File: config.mk
export PLATFORM = sky130hd
export DESIGN_NAME = scale_offset_pipe
export DESIGN_NICKNAME = d
export VERILOG_FILES = /design/src/rtl/scale_offset_pipe.sv
export SDC_FILE = /design/constraint.sdc
export NUM_CORES = 1
export LEC_CHECK = 0
export BUFFER_PORTS_ARGS = -buffer_cell sky130_fd_sc_hd__buf_2
export CORE_UTILIZATION = 45
export CTS_CLUSTER_DIAMETER = 60
export DETAILED_ROUTE_END_ITERATION = 6
export PLACE_DENSITY = 0.74
export SETUP_SLACK_MARGIN = 0.15
export SLEW_MARGIN = 20
export SYNTH_ARGS = -nofsm -noshare
export SYNTH_HDL_FRONTEND = slang
export SYNTH_SLANG_ARGS = --single-unit
File: constraint.sdc
create_clock -name clk -period 2.5 [get_ports clk]
set_input_delay 0.5 -clock clk [delete_from_list [all_inputs] [get_ports clk]]
set_output_delay 0.5 -clock clk [all_outputs]
set_load 0.1 [all_outputs]
File: src/rtl/scale_offset_pipe.sv
// scale_offset_pipe: two-stage scale/offset datapath with an optional running
// accumulator and valid/ready handshakes on both sides.
//   stage 1 : p = a*SCALE (reduced to OUT_WIDTH), plus mode/clr tags
//   stage 2 : out = p + OFFSET (affine) or acc_new + OFFSET (accumulate)
// Build option: define SCALE_OFFSET_SAT_EN to saturate every stage result to
// 2^OUT_WIDTH-1 instead of wrapping.
module scale_offset_pipe #(
  parameter int          WIDTH     = 4,
  parameter int          OUT_WIDTH = 6,
  parameter int unsigned SCALE     = 4,
  parameter int unsigned OFFSET    = 3
) (
  input  logic                 clk,
  input  logic                 rst_n,
  input  logic                 in_valid,
  output logic                 in_ready,
  input  logic [WIDTH-1:0]     in_data,
  input  logic                 acc_mode,
  input  logic                 acc_clr,
  output logic                 out_valid,
  input  logic                 out_ready,
  output logic [OUT_WIDTH-1:0] out_data
);

  localparam int STAGES = 2;

  typedef struct packed {
    logic [OUT_WIDTH-1:0] p;
    logic                 mode;
    logic                 clr;
  } s1_t;

  logic [STAGES:1]      vld_pipe;
  s1_t                  s1;
  logic [OUT_WIDTH-1:0] acc;
  logic [OUT_WIDTH-1:0] p_in, acc_new, base, res, acc_next;
  logic                 advance;

  // One advance signal moves the whole pipe; a held output freezes everything.
  assign advance   = !vld_pipe[STAGES] || out_ready;
  assign in_ready  = advance;
  assign out_valid = vld_pipe[STAGES];

`ifdef SCALE_OFFSET_SAT_EN
  localparam int PW = WIDTH + 32;
  localparam int SW = OUT_WIDTH + 33;
  localparam logic [OUT_WIDTH-1:0] MAX = '1;

  logic [PW-1:0]      prod_full;
  logic [OUT_WIDTH:0] acc_sum;
  logic [SW-1:0]      off_full;

  // Full-width product, clamped to the result range.
  always_comb begin
    prod_full = PW'(in_data) * PW'(SCALE);
    p_in      = ((prod_full >> OUT_WIDTH) != '0) ? MAX : prod_full[OUT_WIDTH-1:0];
  end

  // Stage-2 arithmetic with clamping at each step; acc sticks at MAX until cleared.
  always_comb begin
    acc_sum  = {1'b0, acc} + {1'b0, s1.p};
    acc_new  = s1.clr ? s1.p : (acc_sum[OUT_WIDTH] ? MAX : acc_sum[OUT_WIDTH-1:0]);
    base     = s1.mode ? acc_new : s1.p;
    off_full = SW'(base) + SW'(OFFSET);
    res      = ((off_full >> OUT_WIDTH) != '0) ? MAX : off_full[OUT_WIDTH-1:0];
  end
`else
  // Product computed directly at result width, so it wraps modulo 2^OUT_WIDTH.
  always_comb p_in = OUT_WIDTH'(in_data) * OUT_WIDTH'(SCALE);

  // Stage-2 arithmetic, wrapping.
  always_comb begin
    acc_new = s1.clr ? s1.p : acc + s1.p;
    base    = s1.mode ? acc_new : s1.p;
    res     = base + OUT_WIDTH'(OFFSET);
  end
`endif

  // Next accumulator value: accumulate items own it, affine items may only clear it.
  always_comb begin
    acc_next = acc;
    if (s1.mode)     acc_next = acc_new;
    else if (s1.clr) acc_next = '0;
  end

  // Pipeline registers; acc and out_data change only when a real item enters stage 2.
  always_ff @(posedge clk or negedge rst_n) begin
    if (!rst_n) begin
      vld_pipe <= '0;
      s1       <= '0;
      out_data <= '0;
      acc      <= '0;
    end else if (advance) begin
      vld_pipe <= {vld_pipe[STAGES-1:1], in_valid};
      if (in_valid) s1 <= '{p: p_in, mode: acc_mode, clr: acc_clr};
      if (vld_pipe[1]) begin
        out_data <= res;
        acc      <= acc_next;
      end
    end
  end

endmodule

After elaboration in Yosys (flattened, before gate mapping). Index checks and enable logic that the tools add are counted.

Add/sub/neg operators: 2. Multipliers: 0. Divide/modulo/power cells: 0. Magnitude comparators: 0. Equal/unequal tests: 0. Shift operators: 0. Multiplexer cells: 4. Bitwise operators: 0. Reduce and logical (&&, ||, !) cells: 6.

Operator list (number): two-way mux 6 bit (4); adder 6 x 2 -> 6 bit, second input constant (1); adder 6 bit (1); AND reduction 2 bit (2); AND reduction 3 bit (1); nonzero test 2 bit (1); zero test 1 bit (1); logical OR 1 bit (1).

Register bits after elaboration: 20. Latch bits: 0. Memory bits (writable): 0. Memory bits (read-only): 0. Bits of input ports: 10. Output and inout port bits: 8. Word-level logic and storage cells: 18. Memories: 0.

Depth between registers and ports, before layout.
Word-level depth: 4. Gate-level depth with buffers: 8. Depth with buffers taken out: 6.

Least setup slack after synthesis. OpenSTA, ideal clock, no wires.

Path type: register -> register. From: register vld_pipe[2] in the netlist's numbering. To: register s1[0] in the netlist's numbering. Library setup time: 125 ps. Arrival time: 2622 ps. Required time: 2375 ps. Path slack: -247 ps. Stages on the path, launching flop included: 5. Path buffers: 1. Clock period less this slack: 2747 ps. Cell sequence: dfrtp_1 nand2b_1 clkbuf_1 nand2_1 mux2_2.

Word-level cells in the longest chain between the ends: 3.

Ends and longest elaborated chain: start: declaration (RTL line 33) `logic [STAGES:1] vld_pipe;`; start signal: assignment (RTL line 94) `vld_pipe <= {vld_pipe[STAGES-1:1], in_valid};`; zero test 1 bit (RTL line 40) `assign advance = !vld_pipe[STAGES] || out_ready;`; logical OR 1 bit (RTL line 40); via in_ready (RTL line 16) `output logic in_ready,`; AND reduction 2 bit (no line); end signal: assignment (RTL line 95) `if (in_valid) s1 <= '{p: p_in, mode: acc_mode, clr: acc_clr};`; end: declaration (RTL line 34) `s1_t s1;`.

The timed path passes the listed nets, and every way through them passes these cells. A chain may end at the register's enable or synchronous reset.

Worst setup path in the final report.
From: register s1[4] in the netlist's numbering. To: register out_data[5].

Word-level cells in the longest chain between the ends: 4.

Ends and longest elaborated chain: adder 6 bit (RTL line 73) `acc_new = s1.clr ? s1.p : acc + s1.p;`; two-way mux 6 bit (RTL line 73); two-way mux 6 bit * (RTL line 74) `base = s1.mode ? acc_new : s1.p;`; adder 6 x 2 -> 6 bit * (RTL line 75) `res = base + OUT_WIDTH'(OFFSET);`; end signal: assignment (RTL line 97) `out_data <= res;`; end: declaration (RTL line 22) `output logic [OUT_WIDTH-1:0] out_data`.

Every way passes the cells marked *; elsewhere a longest branch is shown, timed or not.

==> run_results.csv <==
group,metric,value,unit
synth,syn_nets,121,
die,die_w,51.6,microns
clock_network,cts_root_buf,"clkbuf_4",
timing,tightest_slew,0.486,ns
setup_path,cp-end-kind,"flop",
place,hpwlAfterDp,1600,microns
synth,synth_cell_types,34,
global_routing,grt_overflow,0,
routing,viasPerCell,5.87,
routing,wl_per_cell,13.9,microns
layout,synthToLayoutAreaGrowth,10.5,%
global_routing,grt_pass1_wl,3730,microns
setup_path,crit_start,"s1[4]",
timing,finalSetupViolCount,0,
routing,totalWireLength,2070,microns
timing,tns,0,ns
flow_run,maxCapViolations,0,
setup_path,r2r_start,"s1[4]",
setup_path,cp_max_fo,5,
routing,first_iter_violations,10,
setup_path,cp.required,2.71,ns
die,die-area,2660,sq um
synth,synth_top_area_frac,0.452,
synth,syn_area_per_cell,10.4,sq um
die,die_h,51.6,microns
timing,slew_violations,0,
place,gp_congestion,0.783,
clock_network,htree_levels,1,
setup_path,critPathKind,"flop to flop",
pwr,report.power.total,1380,uW
die,core-area,2280,sq um
pwr,p_leak,0.000574,uW
layout,nets,138,
layout,drive_above_1_share,0.223,
global_routing,grt_max_degree,21,
layout,diodes,0,
timing,setup_slack,0.339,ns
synth,synthCells,106,
status,outcome,"finished clean",
die,initial_core_util,0.487,
timing,relSlewSlack,0.678,
clock_network,cts_tree,"yes",
global_routing,antenna_found_initial,0,
synth,ys_ff_latch,20,
clock_network,cts_buffer_depth,2,
routing,drc_errors,0,
timing,rsz0062_at_grt,"no",
timing,timing.fmax,463,MHz
routing,ant_nets,0,
clock_network,cts_setup_buffers,0,
clock_network,cts_buffers,3,
pwr,power_density,1120,nW/um^2
timing,period_minus_slack,2.16,ns
routing,drtPass1Iterations,4,
global_routing,gr-usage-all-layers,0.193,
clock_network,ctsHoldBuffers,0,
clock_network,worstSkewPairLatency,0.29,ns
timing,clock_skew,0.00427,ns
layout,fillCellCount,212,
timing,fin_crit_sh,0.864,
clock_network,cts.clk_slew.worst_paths,0.11,ns
synth,ys_warn_count,0,
timing,hold_viol_final,0,
place,port_buffers,17,
layout,final_cell_mix,"dfrtp_1, buf_2, nand2_1",
layout,final_common_cell,"dfrtp_1",
synth,synth_area_leaders,"dfrtp_1, mux2_2, nand2_1",
pwr,vdd_drop_max,0.758,mV
clock_network,cts.sinks,20,
setup_path,worst_setup_path_start_kind,"flop",
die,rows,17,
clock_network,post_cts_resized,0,
die,ioPinCount,18,
min_path,min_path_type,"primary input to asynchronous set/reset pin",
synth,ys_seq_area_frac,0.452,
setup_path,cp.arrival,2.37,ns
synth,yosys.area.top_type,"dfrtp_1",
synth,syn_area,1110,sq um
global_routing,grt_pass1_vias,847,
place,place_ws,0.358,ns
routing,vias,875,
-- cell families (layout without fill, tap and decap cells) --
kind of cell / count (synthesis) / count (layout) / synth area share
AND/OR/NAND/NOR: 32 / 32 / 0.154
AO/OA/AOI/OAI: 26 / 26 / 0.164
flip-flops: 20 / 20 / 0.452
multiplexers: 11 / 11 / 0.106
buffers and inverters: 9 / 24 / 0.0373
adder cells (fa/ha/maj): 5 / 5 / 0.0633
XOR/XNOR: 3 / 3 / 0.0237
-- flip-flops by register name, indices dropped and copies added, names as in the netlist --
register	count
acc	6
out_data	6
s1	6
vld_pipe	2
-- report_power, final --
part,leakage [uW],switching [uW],total (uW),internal (uW)
clock,0.0000138,90.6,147,56.0
sequential,0.000239,80.0,487,407
combinational,0.000321,518,742,225
-- Yosys cell counts --
cell       instances
a21boi_0           2
a22o_1             1
dfrtp_1           20
o2111a_1           1
o2bb2ai_1          3
mux2_2             6
and2_1             2
nand3_1            2
nand4_1            3
buf_4              1
nor2_1             4
nand2b_1           3
clkbuf_2           1
xnor2_1            3
and2b_1            1
a21o_1             2
buf_2              2
a21oi_1            4
fa_1               1
a211o_1            1
a311oi_1           1
a31oi_1            2
nand2_1           14
o221ai_1           1
nor4_1             1
nand4b_1           1
o21ai_0            6
mux2i_1            5
o31ai_1            1
nand3b_4           1
o31a_1             1
inv_1              4
clkbuf_1           1
ha_1               4
-- area by class of cell --
| cell class | instances | area [sq um] | share of cell area |
|---|---|---|---|
| Sequential cell | 20 | 500 | 0.409 |
| Multi-Input combinational cell | 77 | 566 | 0.462 |
| Timing Repair Buffer | 17 | 85.1 | 0.0695 |
| Inverter | 4 | 15.0 | 0.0123 |
| Clock buffer | 3 | 22.5 | 0.0184 |
| Tap cell | 28 | 35.0 | 0.0286 |
-- routing by layer --
| layer | up-vias | wire [microns] | GRT usage |
|---|---|---|---|
| met5 | - | 0 | 0 |
| met3 | 5 | 61 | 0.0380 |
| met4 | 0 | 27 | 0.0856 |
| li1 | 414 | - | - |
| met1 | 438 | 943 | 0.236 |
| met2 | 18 | 1040 | 0.325 |
-- per-stage QoR --
| stage | utilization | hold slack [ns] | area [sq um] | cells |
|---|---|---|---|---|
| after floorplan | - | 0.204 | 1110 | 106 |
| after global placement | 0.528 | 0.456 | 1200 | 146 |
| after detailed placement | 0.528 | 0.467 | 1200 | 146 |
| after CTS | 0.538 | 0.143 | 1220 | 149 |
| after global routing | 0.538 | 0.154 | 1220 | 149 |
| final | 0.538 | 0.127 | 1220 | 149 |
-- path summary, 6_finish.rpt --
kind,to,slack [ns],cells after the start
hold reg to reg,out_data[1],0.48,2
setup / recovery,out_data[5],0.34,6
setup reg to reg,out_data[5],0.34,6
min in group clk,s1[5],0.43,2
max in group asynchronous,s1[4],2.07,1
hold / removal,out_data[2],0.13,1
-- critical path, stage by stage, from the launching register on --
cell      delay [ns]
dfrtp_1         0.44
ha_1            0.24
fa_1            0.62
nand3b_4        0.10
o31a_1          0.26
o2111a_1        0.25
o31ai_1         0.17
Note: power is estimated with default switching activity, not from simulation.
